===== config.mk =====
export PLATFORM = sky130hd
export DESIGN_NAME = dn_mem_sched
export DESIGN_NICKNAME = d
export VERILOG_FILES = /design/src/rtl/dn_mem_sched.sv
export SDC_FILE = /design/constraint.sdc
export NUM_CORES = 1
export LEC_CHECK = 0
export BUFFER_PORTS_ARGS = -buffer_cell sky130_fd_sc_hd__clkbuf_2
export CAP_MARGIN = 20
export CELL_PAD_IN_SITES_DETAIL_PLACEMENT = 0
export CELL_PAD_IN_SITES_GLOBAL_PLACEMENT = 1
export CORE_ASPECT_RATIO = 0.7
export CORE_UTILIZATION = 45
export CTS_CLUSTER_DIAMETER = 80
export DETAILED_ROUTE_END_ITERATION = 10
export GPL_ROUTABILITY_DRIVEN = 0
export GPL_TIMING_DRIVEN = 0
export PLACE_DENSITY = 0.85
export SYNTH_ARGS = -nofsm -noshare
export SYNTH_HDL_FRONTEND = slang
export SYNTH_SLANG_ARGS = --single-unit
export TNS_END_PERCENT = 20

===== constraint.sdc =====
create_clock -name clk_24 -period 7.3 [get_ports clk_24]
set_input_delay 0.365 -clock clk_24 [delete_from_list [all_inputs] [get_ports clk_24]]
set_output_delay 0.365 -clock clk_24 [all_outputs]
set_load 0.01 [all_outputs]

===== src/rtl/dn_mem_sched.sv =====
`timescale 1ns/1ps
// Routes HPS download bytes to BIOS/sprite/music memories one cycle after dn_wr and holds the core in reset around BIOS loads.
// CPU music-RAM access waits behind download strobes and music downloads; write ack 2 cycles after grant, read ack 3.
module dn_mem_sched #(
   parameter int ADDR_W       = 17,
   parameter int HOLD_CYCLES  = 16,
   parameter int BIOS_IDX_MAX = 1,
   parameter int SPR_IDX      = 3,
   parameter int MUS_IDX      = 4
) (
   input  logic              clk_24,
   input  logic              reset_n,
   input  logic              dn_download,
   input  logic              dn_wr,
   input  logic [7:0]        dn_index,
   input  logic [ADDR_W-1:0] dn_addr,
   input  logic [7:0]        dn_data,
   input  logic              cpu_req,
   input  logic              cpu_we,
   input  logic [ADDR_W-1:0] cpu_addr,
   input  logic [7:0]        cpu_din,
   output logic              cpu_ack,
   output logic [7:0]        cpu_dout,
   output logic [ADDR_W-1:0] mem_addr,
   output logic [7:0]        mem_din,
   input  logic [7:0]        mem_q,
   output logic              bios_we,
   output logic              spr_we,
   output logic              mus_we,
   output logic              core_reset,
   output logic [2:0]        loaded,
   output logic [ADDR_W:0]   mus_len
);

   typedef enum logic [1:0] {T_NONE, T_BIOS, T_SPR, T_MUS} tgt_e;
   typedef enum logic [1:0] {RUN, DL, HOLD} rst_st_e;
   typedef enum logic [1:0] {AIDLE, ARD, AACK} arb_st_e;

   localparam int CNT_W = $clog2(HOLD_CYCLES + 1);

   function automatic tgt_e decode(input logic [7:0] idx);
      if (int'(idx) <= BIOS_IDX_MAX) return T_BIOS;
      if (int'(idx) == SPR_IDX)      return T_SPR;
      if (int'(idx) == MUS_IDX)      return T_MUS;
      return T_NONE;
   endfunction

   // Bit position in loaded: {music, sprite, bios}.
   function automatic logic [2:0] tgt_mask(input tgt_e t);
      case (t)
         T_BIOS:  return 3'b001;
         T_SPR:   return 3'b010;
         T_MUS:   return 3'b100;
         default: return 3'b000;
      endcase
   endfunction

   logic              dl_q;
   tgt_e              tgt_q;
   logic              wr_q;
   tgt_e              wr_tgt_q;
   logic [ADDR_W-1:0] wr_addr_q;
   logic [7:0]        wr_data_q;
   logic [ADDR_W-1:0] port_addr_q;
   logic [7:0]        port_din_q;
   logic [2:0]        loaded_q, loaded_d;
   logic [ADDR_W:0]   mus_len_q, mus_len_d;
   rst_st_e           rst_st_q, rst_st_d;
   logic [CNT_W-1:0]  cnt_q, cnt_d;
   arb_st_e           arb_st_q, arb_st_d;
   logic              live_q;
   logic              ack_q;
   logic              rd_pend_q;
   logic [7:0]        rd_q;
   logic [7:0]        cpu_dout_q;

   tgt_e              idx_tgt;
   logic              dl_rise, dl_fall;
   logic              dn_strobe;
   logic              cpu_blocked;
   logic              grant;
   logic [ADDR_W:0]   wr_end;

   assign idx_tgt     = decode(dn_index);
   assign dl_rise     = dn_download & ~dl_q;
   assign dl_fall     = ~dn_download & dl_q;
   assign dn_strobe   = wr_q & (wr_tgt_q != T_NONE);
   assign cpu_blocked = dn_download & (idx_tgt == T_MUS);
   // ack_q keeps the still-held cpu_req of the finishing access from being granted twice.
   assign grant       = live_q & (arb_st_q == AIDLE) & cpu_req & ~dn_strobe & ~cpu_blocked & ~ack_q;
   assign wr_end      = {1'b0, wr_addr_q} + (ADDR_W+1)'(1);

   assign bios_we    = wr_q & (wr_tgt_q == T_BIOS);
   assign spr_we     = wr_q & (wr_tgt_q == T_SPR);
   assign mus_we     = (wr_q & (wr_tgt_q == T_MUS)) | (grant & cpu_we);
   assign core_reset = (rst_st_q != RUN);
   assign cpu_ack    = ack_q;
   assign cpu_dout   = cpu_dout_q;
   assign loaded     = loaded_q;
   assign mus_len    = mus_len_q;

   always_comb begin
      mem_addr = port_addr_q;
      mem_din  = port_din_q;
      if (dn_strobe) begin
         mem_addr = wr_addr_q;
         mem_din  = wr_data_q;
      end else if (grant) begin
         mem_addr = cpu_addr;
         if (cpu_we) mem_din = cpu_din;
      end
   end

   always_comb begin
      loaded_d  = loaded_q;
      mus_len_d = mus_len_q;
      if (dl_fall) loaded_d = loaded_d | tgt_mask(tgt_q);
      if (dl_rise) loaded_d = loaded_d & ~tgt_mask(idx_tgt);
      if (dl_rise && idx_tgt == T_MUS) begin
         mus_len_d = '0;
      end else if (wr_q && wr_tgt_q == T_MUS && wr_end > mus_len_q) begin
         mus_len_d = wr_end;
      end
   end

   always_comb begin
      rst_st_d = rst_st_q;
      cnt_d    = cnt_q;
      case (rst_st_q)
         RUN: begin
            if (dl_rise && idx_tgt == T_BIOS) rst_st_d = DL;
         end
         DL: begin
            if (dl_fall) begin
               rst_st_d = HOLD;
               cnt_d    = CNT_W'(HOLD_CYCLES);
            end
         end
         HOLD: begin
            if (dl_rise && idx_tgt == T_BIOS) begin
               rst_st_d = DL;
            end else begin
               cnt_d = cnt_q - CNT_W'(1);
               if (cnt_q == CNT_W'(1)) rst_st_d = RUN;
            end
         end
         default: rst_st_d = RUN;
      endcase
   end

   always_comb begin
      arb_st_d = arb_st_q;
      case (arb_st_q)
         AIDLE:   if (grant) arb_st_d = cpu_we ? AACK : ARD;
         ARD:     arb_st_d = AACK;
         AACK:    arb_st_d = AIDLE;
         default: arb_st_d = AIDLE;
      endcase
   end

   always_ff @(posedge clk_24 or negedge reset_n) begin
      if (!reset_n) begin
         dl_q        <= 1'b0;
         tgt_q       <= T_NONE;
         wr_q        <= 1'b0;
         wr_tgt_q    <= T_NONE;
         wr_addr_q   <= '0;
         wr_data_q   <= '0;
         port_addr_q <= '0;
         port_din_q  <= '0;
         loaded_q    <= '0;
         mus_len_q   <= '0;
         rst_st_q    <= RUN;
         cnt_q       <= '0;
         arb_st_q    <= AIDLE;
         live_q      <= 1'b0;
         ack_q       <= 1'b0;
         rd_pend_q   <= 1'b0;
         rd_q        <= '0;
         cpu_dout_q  <= '0;
      end else begin
         dl_q        <= dn_download;
         if (dl_rise) tgt_q <= idx_tgt;
         wr_q        <= dn_wr;
         if (dn_wr) begin
            wr_tgt_q  <= idx_tgt;
            wr_addr_q <= dn_addr;
            wr_data_q <= dn_data;
         end
         port_addr_q <= mem_addr;
         port_din_q  <= mem_din;
         loaded_q    <= loaded_d;
         mus_len_q   <= mus_len_d;
         rst_st_q    <= rst_st_d;
         cnt_q       <= cnt_d;
         arb_st_q    <= arb_st_d;
         live_q      <= 1'b1;
         ack_q       <= (arb_st_q == AACK);
         if (arb_st_q == ARD) begin
            rd_q      <= mem_q;
            rd_pend_q <= 1'b1;
         end
         // Read data is staged so cpu_dout only changes together with its ack.
         if (arb_st_q == AACK && rd_pend_q) begin
            cpu_dout_q <= rd_q;
            rd_pend_q  <= 1'b0;
         end
      end
   end

endmodule


# After elaboration in Yosys (flattened, before gate mapping)
# Index checks and enable logic that the tools add are counted.
# op_classes
n_eq_ne	21
n_mux	38
n_addsub	2
n_bitwise	22
reduce_logical	14
magnitude_cmp	2
# op_table
op	count
$mux W18	2
$mux W17	2
$mux W2	12
$mux W8	3
$add A17 B1 Y18 const B	1
$gt A18 B18 Y1	1
$pmux W3 S3	2
$eq A2 B2 Y1 const B	8
$and A1 B1 Y1	13
$mux W3	4
$eq A2 B1 Y1 const B	5
$mux W5	2
$pmux W5 S2	1
$reduce_bool A2 Y1	5
$eq A8 B3 Y1 const B	1
$eq A8 B4 Y1 const B	1
$le A8 B1 Y1 const B	1
$mux W1	8
$ne A2 B2 Y1 const B	4
$pmux W2 S3	1
$reduce_and A3 Y1	2
$eq A5 B1 Y1 const B	1
$logic_and A1 B1 Y1	5
$not A1 Y1	5
other kinds (8)	9
# totals
inputBits	72
out_inout_bits	59
word_cells	117
regBits	105

# Logic depth before layout (Yosys ltp)
# Gate-level depths: netlist of run 1.
# logic_depth
ltp_word	15
mapped_depth	16
ltp_nobuf	14

# Least setup slack after synthesis of run 1
# Ideal clock, no wire load.
# synth_path
path_type	register -> register
startpoint	register wr_addr_q[0]
endpoint	register mus_len_q[12], in the netlist mus_len[12]
t_required_ps	7179
setup_time_ps	121
n_path_buf	2
slack_ps	4118
t_arrival_ps	3061
synth_period_minus_slack_ps	3182
path_stages_with_launch	17
cell_sequence	dfrtp_1 -> ha_1 -> nand3_1 -> nor2_1 -> and2_1 -> and3_1 -> xnor2_1 -> inv_1 -> ha_1 -> and3_4 -> a221o_1 -> a221oi_2 -> o22ai_2 -> nand2b_1 -> buf_4 -> buf_8 -> o2bb2ai_2
# synth_via
elab_chain_len	4
elab_cells_between_ends	6
cone_classes	add/sub: 1; order compare: 1; mux: 2; reduce/logical: 2
# synth_rtl
item	line_no	rtl
start: declaration	62	logic [ADDR_W-1:0] wr_addr_q;
start signal: assignment	187	wr_addr_q <= dn_addr;
$add A17 B1 Y18 *	91	assign wr_end = {1'b0, wr_addr_q} + (ADDR_W+1)'(1);
$gt A18 B18 Y1	121	end else if (wr_q && wr_tgt_q == T_MUS && wr_end > mus_len_q) begin
$logic_and A1 B1 Y1	121	
$reduce_bool A2 Y1 (no line)	n/a	
end signal: assignment	193	mus_len_q <= mus_len_d;
end: declaration	67	logic [ADDR_W:0] mus_len_q, mus_len_d;
# Every way passes the cells marked *; elsewhere a longest branch is shown, timed or not. The select of a mux whose other input is x is not followed.
# A chain may end at the register's enable or synchronous reset.

# Worst setup path in the final report of run 1
# layout_path
startpoint	register wr_addr_q[0]
endpoint	register mus_len_q[15], in the netlist mus_len[15]
# The elaborated chain is that of the path after synthesis.

==> results.md, run 1 <==
* Status: complete, no violations
* # IOs at 131
* Slew Limit Fails at 0
* Fillers at 994
* Max-Cap Viols at 0
* Largest net degree at the start of global routing at 106
* Fin nets at 692
* Setup TNS at 0 ps
* Count leader, synth: dfrtp_1
* Antenna violations before repair at 0
* Via density per instance at 5.12
* Wirelength, routed at 11500 um
* FMAX at 0.267 GHz
* Number of synthesized flops with an enable pin at 0
* WS Path Type: reg2reg
* Synth top area share at 50.7%
* Sink Count at 105
* Vias at 3874
* Startpoint types: flop
* Area occupied by multi-input gates at 2300 um^2
* Combinational power share at 22.3%
* Post-CTS Hold Fix Bufs at 0
* Hold Crit Class: in2async
* H-Tree Level Count at 3
* Post-DP HPWL at 8730 um
* Share of power burned in registers at 48.0%
* Fin crit period at 3740 ps
* R2R Path Start: wr_addr_q[0]
* DRC errors left at 0
* Total grt overflow at 0
* RSZ-0062 raised after global routing: no
* Leakage at 3.07 nW
* CTS tree: done
* Die W at 130 um
* YS warnings at 0
* Final period util at 51.3%
* Top post-synthesis cells by count: dfrtp_1 (105), nand2_1 (64), mux2_2 (44)
* Resize count post-CTS at 0
* WL met1 at 5350 um
* Reg2reg setup slack at 3560 ps
* Syn Area/Cell at 11.3 um^2
* Final setup viols at 0
* Pint at 1.10 mW
* Max_slew headroom at 42.2%
* Wirelength per Cell at 15.3 um
* Net Sw Frac at 30.4%
* Net Switching at 0.480 mW
* Clock transition at path regs at 70 ps
* Top_reg_cell synth: dfrtp_1
* Synth unique cells at 59
* Sequential fraction of the synthesis area at 50.7%
* Reg area at 2630 um^2
* R2R cell count at 15
* Rows at 32
* Layout cell share with drive strength beyond 1 at 37.6%
* First-pass GRT wire length at 18800 um
* Final count of hold timing violations at 0
* Met3 wire length at 912 um
* Post-Syn Instances at 458
* Critical path peak fanout at 10
* Pwr per Cell Area at 250 nW/um^2
* Port bufs at 130
* Vias in the first global route at 3818
* Gr usage total at 20.7%
* Post-synth ARST share at 100%
* Syn Nets at 551
* WP data required at 7570 ps
* Critical path arrival at 4020 ps
* CTS Buf Count at 9
* Die Ht at 91.8 um
* Clk buf depth at 2
* Yosys reg bits at 105
* Setup bufs post-CTS at 0
* Die area at 12000 um^2
* Maximum VDD drop at 0.000165 V
* Cell taking the most area after synthesis: dfrtp_1
* Clk_skew at 8.04 ps
* Worst Tran Pin Value at 867 ps
* Core area at 11100 um^2
* P&R area growth vs syn at 22.0%
* Drt initial violations at 200
* Worst skew pair latency at 350 ps
* Reg2reg end: mus_len[15]
* CTS root buf: clkbuf_16
* Top routing layer in use: met4
* Initial Util at 46.6%
* ANT cells at 0
* Tot Pwr at 1.58 mW
* Detailed route wirelength on metal2 at 5040 um
* First drt pass iteration count at 6
* Clock network power share at 29.7%
* Synth area leaders: dfrtp_1 (51%), mux2_2 (9.6%), ha_1 (5.1%)
* Post-route ant nets at 0
* Element type at the critical path end: flop
* Syn Std Cell Area at 5190 um^2
## layout make-up
class	instances	share of cell area, %
repair buffers	130	10.4
multi-input cells	298	36.3
well taps	153	3.03
plain buffers	15	1.74
flip-flops and latches	105	41.5
inverters	40	2.37
clock inverters	6	0.989
clock buffers	9	3.56
## metrics by stage
| step | setup slack, ps | hold WS [ps] | instance area [um^2] | cells | utilization (%) |
|---|---|---|---|---|---|
| after floorplan | 4120 | 69.4 | 5190 | 458 | - |
| after detailed placement | 3610 | 463 | 6040 | 741 | 54.2 |
| after global routing | 3320 | 141 | 6320 | 756 | 56.8 |
| after global placement | 3670 | 456 | 6030 | 741 | 54.2 |
| final | 3560 | 82.4 | 6320 | 756 | 56.8 |
| after CTS | 3550 | 139 | 6320 | 756 | 56.8 |
## state kept, by name (all words and copies together) (netlist names)
signal / flops
dl_q: 1
port_din_q: 8
live_q: 1
loaded: 3
cpu_ack: 1
wr_tgt_q: 2
mus_len: 18
wr_data_q: 8
wr_q: 1
wr_addr_q: 17
rst_st_q: 2
arb_st_q: 2
cpu_dout: 8
tgt_q: 2
cnt_q: 5
rd_pend_q: 1
rd_q: 8
port_addr_q: 17
## per-layer routing
metal	vias to the layer above	global-route usage, %
met5	-	0
met1	1851	27.8
met4	0	6.78
li1	1890	-
met3	16	7.99
met2	117	30.5
## cells by family after synthesis
group / after synthesis / share of synthesized area (%)
buf+inv: 55 / 5.02
other cells: 1 / 0.0723
mux: 44 / 9.55
fa+ha+maj: 21 / 5.07
xor+xnor: 17 / 2.87
compound gates: 76 / 12.8
simple gates: 139 / 14.0
flops: 105 / 50.7
## how the worst max path moves through the flow
stage | slack (ps) | start | to | cells after the start
2_1_floorplan | 4120 | wr_addr_q[0] | mus_len[12] | 16
3_3_place_gp | 3670 | wr_addr_q[0] | mus_len[4] | 13
3_5_place_dp | 3610 | wr_addr_q[0] | mus_len[5] | 15
4_1_cts | 3550 | wr_addr_q[0] | mus_len[15] | 15
5_1_grt | 3320 | wr_addr_q[0] | mus_len[12] | 15
6_report | 3560 | wr_addr_q[0] | mus_len[15] | 15
## power by group through the flow
stage                     logic, mW  registers (mW)  clock network, mW
after floorplan               0.210           0.765                  0
after global placement        0.343           0.764                  0
after detailed placement      0.355           0.771                  0
after CTS                     0.358           0.759              0.484
after global routing          0.397           0.774              0.506
final                         0.353           0.758              0.468
## worst max-delay path, stage by stage, from the launching register on
cell and delay, ps:
dfrtp_1 480, ha_1 240, nand3_1 120, nor2_1 180
and2_1 250, and3_1 200, xnor2_1 190, inv_1 90
ha_1 310, and3_4 170, a221o_1 360, a221oi_2 360
o22ai_2 150, nor2_4 260, buf_8 210, o2bb2ai_2 110
## placed cells by master (no fill, tap or decap), types with 4 or more instances in the layout
| master | netlist | final |
|---|---|---|
| clkbuf_2 | 0 | 129 |
| dfrtp_1 | 105 | 105 |
| nand2_1 | 64 | 64 |
| mux2_2 | 44 | 44 |
| inv_1 | 40 | 40 |
| nor2_1 | 23 | 23 |
| ha_1 | 21 | 21 |
| a22oi_1 | 17 | 17 |
| nand3_1 | 11 | 11 |
| a21oi_1 | 11 | 11 |
| o2bb2ai_2 | 10 | 10 |
| xnor2_1 | 9 | 9 |
| a31oi_1 | 9 | 9 |
| clkbuf_16 | 0 | 9 |
| xor2_1 | 8 | 8 |
| o21ai_0 | 7 | 7 |
| o2bb2ai_1 | 6 | 6 |
| clkbuf_1 | 5 | 5 |
| and3_4 | 4 | 4 |
Note: power is estimated with default switching activity, not from simulation.
==> run 2: changes to the inputs <==
--- a/config.mk
+++ b/config.mk
@@ -10,12 +10,12 @@
 export CELL_PAD_IN_SITES_DETAIL_PLACEMENT = 0
 export CELL_PAD_IN_SITES_GLOBAL_PLACEMENT = 1
 export CORE_ASPECT_RATIO = 0.7
-export CORE_UTILIZATION = 45
+export CORE_UTILIZATION = 37
 export CTS_CLUSTER_DIAMETER = 80
 export DETAILED_ROUTE_END_ITERATION = 10
 export GPL_ROUTABILITY_DRIVEN = 0
 export GPL_TIMING_DRIVEN = 0
-export PLACE_DENSITY = 0.85
+export PLACE_DENSITY = 0.74
 export SYNTH_ARGS = -nofsm -noshare
 export SYNTH_HDL_FRONTEND = slang
 export SYNTH_SLANG_ARGS = --single-unit
==> constraint.sdc (replaced) <==
create_clock -name clk_24 -period 3.4 [get_ports clk_24]
set_input_delay 0.17 -clock clk_24 [delete_from_list [all_inputs] [get_ports clk_24]]
set_output_delay 0.17 -clock clk_24 [all_outputs]
set_load 0.01 [all_outputs]
==> run 2 against run 1 <==
  * Routed wire length grew 15%
  * Critical path type unchanged
  * Cell count grew 7.4%
  * Clock-buffer cell count grew 1
  * Power grew 120%
  * Highest routed layer unchanged
  * Sequential power grew 120%
  * Sequential cell count is the same
  * Core utilization shrank 6.6 points
  * Die area grew 21%
  * Combinational power grew 130%
==> results.md, run 2 (same netlist as run 1, synthesis figures left out) <==
* Status: complete, no violations
* Reg2reg setup slack at 110 ps
* Port bufs at 130
* Worst skew pair latency at 350 ps
* Most common cell after layout, fill and taps aside: clkbuf_2
* Die Ht at 101 um
* Critical path arrival at 3560 ps
* Critical path peak fanout at 5
* Design area at 6730 um^2
* Fin nets at 714
* Clk buf depth at 2
* Slew Limit Fails at 0
* Largest net degree at the start of global routing at 106
* Element type at the critical path end: flop
* DRC errors left at 0
* Die W at 144 um
* R2R cell count at 16
* Die area at 14500 um^2
* First drt pass iteration count at 4
* Pwr per Cell Area at 513 nW/um^2
* Post-route ant nets at 0
* Gr usage total at 18.6%
* Vias at 3984
* Max_slew headroom at 42.9%
* Hold-critical path depth at 2
* First-pass GRT wire length at 20500 um
* Crit path max-delay family: simple AND/OR/NAND/NOR gates
* Buffers and inverters on the worst path at 3
* Crit path largest cell delay at 420 ps
* Reg2reg end: mus_len[7]
* Final period util at 96.9%
* Max-Cap Viols at 0
* # IOs at 131
* Rows at 35
* Hold Crit Class: in2reg
* CTS Buf Count at 9
* Total grt overflow at 0
* CTS root buf: clkbuf_16
* P&R area growth vs syn at 29.8%
* Clk_skew at 6.50 ps
* CTS tree: done
* Worst Hold Launch: cpu_we
* FMAX at 0.304 GHz
* Core area at 13400 um^2
* Sink Count at 105
* Fin crit period at 3290 ps
* Max reg flops at 18
* Worst Hold Endpoint: arb_st_q[0]
* Final setup viols at 0
* R2R Path Start: wr_addr_q[1]
* Startpoint types: flop
* Final count of hold timing violations at 0
* Vias in the first global route at 3947
* Placed Instance Area at 6080 um^2
* Initial Util at 38.7%
* Tot Pwr at 3.45 mW
* Antenna violations before repair at 0
* Maximum VDD drop at 0.000254 V
* Via density per instance at 4.91
* Most frequent cells in the layout: clkbuf_2 (129), dfrtp_1 (99), nand2_1 (63)
* Clock transition at path regs at 70 ps
* Cells along the critical path: ha_4, nand3_4, nor2_4, and2_4, nand2_1, xor2_1, inv_1, ha_1, and4_4, and3_4, a311o_1, o22ai_2, nand2b_1, buf_6, buf_4, o2bb2ai_1
* WS Path Type: reg2reg
* Wirelength, routed at 13300 um
* Layout cell share with drive strength beyond 1 at 43.5%
* Post-DP HPWL at 9620 um
* Drt initial violations at 192
* RSZ-0062 raised after global routing: yes
* Fillers at 1255
* Wirelength per Cell at 16.4 um
* Worst Tran Pin Value at 856 ps
* H-Tree Level Count at 3
* Slowest cell on crit path: dfrtp_1
* WP data required at 3670 ps
* Leakage at 3.21 nW
* Critical path origin: wr_addr_q[1]
-- run 2: changes by cell type in the layout (fill, tap and decap cells not counted), sizes merged --
| cell | delta |
|---|---|
| inv | -2 |
| buf | +18 |
| diode | +1 |
| clkinvlp | +1 |
| clkbuf | +2 |
| dlygate4sd3 | +3 |
| clkinv | +1 |
-- run 2: layout make-up --
class / count / area, um^2 / share of cell area [%]
timing repair buffer: 152 / 855 / 12.7
buffer: 15 / 119 / 1.77
antenna: 1 / 2.50 / 0.0372
inverter: 40 / 150 / 2.23
multi-input combinational: 298 / 2460 / 36.5
clock inverter: 6 / 42.5 / 0.632
tap: 185 / 231 / 3.44
sequential: 105 / 2640 / 39.1
clock buffer: 10 / 239 / 3.55
-- run 2: repair_timing --
action | in CTS | in global routing
gates cloned | 0 | 2
pin swaps | 6 | 7
resized for setup | 10 | 25
hold endpoints to repair | 106 | 0
endpoints found under the setup margin | 18 | 18
buffers inserted | 8 | 9
hold buffers | 3 | 0
-- run 2: worst max-delay path by stage --
stage / end / slack (ps) / cells past startpoint
floorplan: mus_len[12] / 220 / 16
global placement: mus_len[4] / -320 / 13
detailed placement: mus_len[14] / -410 / 13
CTS: mus_len[5] / 1 / 16
global route: mus_len[7] / -50 / 16
finish: mus_len[7] / 110 / 16
-- run 2: report_power, final --
group	internal [mW]	switching [mW]	total [mW]
clock network	0.520	0.484	1.00
logic	0.390	0.423	0.814
registers	1.49	0.147	1.63
-- run 2: metrics by stage --
stage | instances | hold WS [ps] | setup TNS [ps] | setup slack (ps) | util, %
after floorplan | 458 | -126 | 0 | 218 | -
after global placement | 773 | 294 | -4640 | -323 | 45.3
after detailed placement | 773 | 308 | -6140 | -411 | 45.4
after CTS | 800 | 12.1 | 0 | 1.27 | 48.5
after global routing | 811 | 13.1 | -409 | -46.9 | 50.2
final | 812 | 13.7 | 0 | 107 | 50.2
-- run 2: metal layers --
layer	track usage (%)	wire, um
met1	25.7	6350
met2	27.9	5840
met3	7.08	1000
met4	3.03	98
met5	0	0
==> run 3: changes to the inputs <==
--- a/config.mk
+++ b/config.mk
@@ -15,6 +15,7 @@
 export DETAILED_ROUTE_END_ITERATION = 10
 export GPL_ROUTABILITY_DRIVEN = 0
 export GPL_TIMING_DRIVEN = 0
+export MAX_ROUTING_LAYER = met4
 export PLACE_DENSITY = 0.74
 export SYNTH_ARGS = -nofsm -noshare
 export SYNTH_HDL_FRONTEND = slang
==> run 3 against run 2 <==
  * Clock skew is essentially flat
  * Final area stayed put
  * Register-to-register slack barely moved
  * Critical endpoint unchanged
  * Largest cell class unchanged
==> results.md, run 3 (same netlist as run 1, synthesis figures left out) <==
* Drt initial violations at 219
* Hold_ws at 16.4 ps
* RSZ-0062 raised after global routing: yes
* Most frequent cells in the layout: clkbuf_2 (129), dfrtp_1 (99), nand2_1 (63)
* Element type at the critical path end: flop
* Max reg flops at 18
* Largest net degree at the start of global routing at 106
* Initial Util at 38.7%
* FMAX at 0.304 GHz
* Worst skew pair latency at 340 ps
* Post-DP HPWL at 9620 um
* Startpoint types: flop
* Pre-CTS WS at -411 ps
* Non-Filler Instances at 812
* Final Util at 50.2%
* Die W at 144 um
* Slew Limit Fails at 0
* Sink Count at 105
* Fillers at 1255
* CTS root buf: clkbuf_16
* Max_slew headroom at 41.4%
* Wirelength, routed at 13300 um
* Die area at 14500 um^2
* Vias in the first global route at 3961
* Max-Cap Viols at 0
* Final count of hold timing violations at 0
* Total grt overflow at 0
* Critical path arrival at 3550 ps
* CTS Buf Count at 9
* Leakage at 3.21 nW
* Layout cell share with drive strength beyond 1 at 43.5%
* WP data required at 3660 ps
* Vias at 3984
* DRC errors left at 0
* CTS tree: done
* Clk_skew at 6.69 ps
* Clock transition at path regs at 70 ps
* Maximum VDD drop at 0.000254 V
* WS Path Type: reg2reg
* Setup ws final at 111 ps
* # IOs at 131
* Antenna violations before repair at 0
* Via density per instance at 4.91
* First-pass GRT wire length at 20500 um
* Port bufs at 130
* Status: complete, no violations
* Dpl cells at 773
* H-Tree Level Count at 3
* Most common cell after layout, fill and taps aside: clkbuf_2
* Pwr per Cell Area at 512 nW/um^2
* Gr usage total at 19.1%
* Clk buf depth at 2
* Die Ht at 101 um
* Design area at 6730 um^2
* Fin nets at 714
* First drt pass iteration count at 4
* P&R area growth vs syn at 29.8%
* Post-route ant nets at 0
* Critical path peak fanout at 5
* Rows at 35
* Hold Crit Class: in2reg
* Final setup viols at 0
* Placed Instance Area at 6080 um^2
* Wirelength per Cell at 16.4 um
* Tot Pwr at 3.45 mW
* Worst Tran Pin Value at 879 ps
* Core area at 13400 um^2
* Fin crit period at 3290 ps
* Setup TNS at 0 ps
* Final period util at 96.7%
-- run 3: cell type report --
class	count	area (um^2)	area share (%)
plain buffers	15	119	1.77
diodes	1	2.50	0.0372
repair buffers	152	855	12.7
clock inverters	6	42.5	0.632
inverters	40	150	2.23
well taps	185	231	3.44
multi-input cells	298	2460	36.5
clock buffers	10	239	3.55
flip-flops and latches	105	2640	39.1
-- run 3: what timing repair did --
| item | CTS | global route |
|---|---|---|
| setup endpoints to repair | 18 | 18 |
| buffers inserted | 8 | 9 |
| hold endpoints to repair | 106 | 0 |
| gates resized for setup | 10 | 25 |
| hold buffers | 3 | 0 |
| cloned | 0 | 2 |
| pin swaps | 6 | 7 |
-- run 3: critical path, stage by stage, from the launching register on --
cell,delay [ps]
dfrtp_1,420
ha_4,180
nand3_4,90
nor2_4,120
and2_4,170
nand2_1,60
xor2_1,250
inv_1,80
ha_1,300
and4_4,210
and3_4,190
a311o_1,360
o22ai_2,180
nand2b_1,140
buf_6,160
buf_4,140
o2bb2ai_1,140
-- run 3: power by group --
part / switching, mW / internal [mW] / total, mW
clock: 0.478 / 0.520 / 0.998
combinational: 0.424 / 0.390 / 0.814
sequential: 0.147 / 1.49 / 1.63
total: 1.05 / 2.40 / 3.45
-- run 3: final timing paths --
kind / to / cells past startpoint / slack [ps] / startpoint
hold reg to reg: port_addr_q[7] / 2 / 470 / port_addr_q[7]
setup reg to reg: mus_len[7] / 16 / 110 / wr_addr_q[1]
max in group asynchronous: wr_addr_q[7] / 2 / 2230 / reset_n
setup / recovery: mus_len[7] / 16 / 110 / wr_addr_q[1]
hold / removal: arb_st_q[0] / 2 / 20 / cpu_we
min in group asynchronous: mus_len[15] / 2 / 480 / reset_n
-- run 3: layer usage --
metal	GRT usage (%)	vias to the layer above	part of all wire, %
li1	-	1929	-
met1	26.0	1938	48
met3	6.75	7	7.1
met2	27.7	110	44
met5	-	-	0
met4	3.03	0	0.55
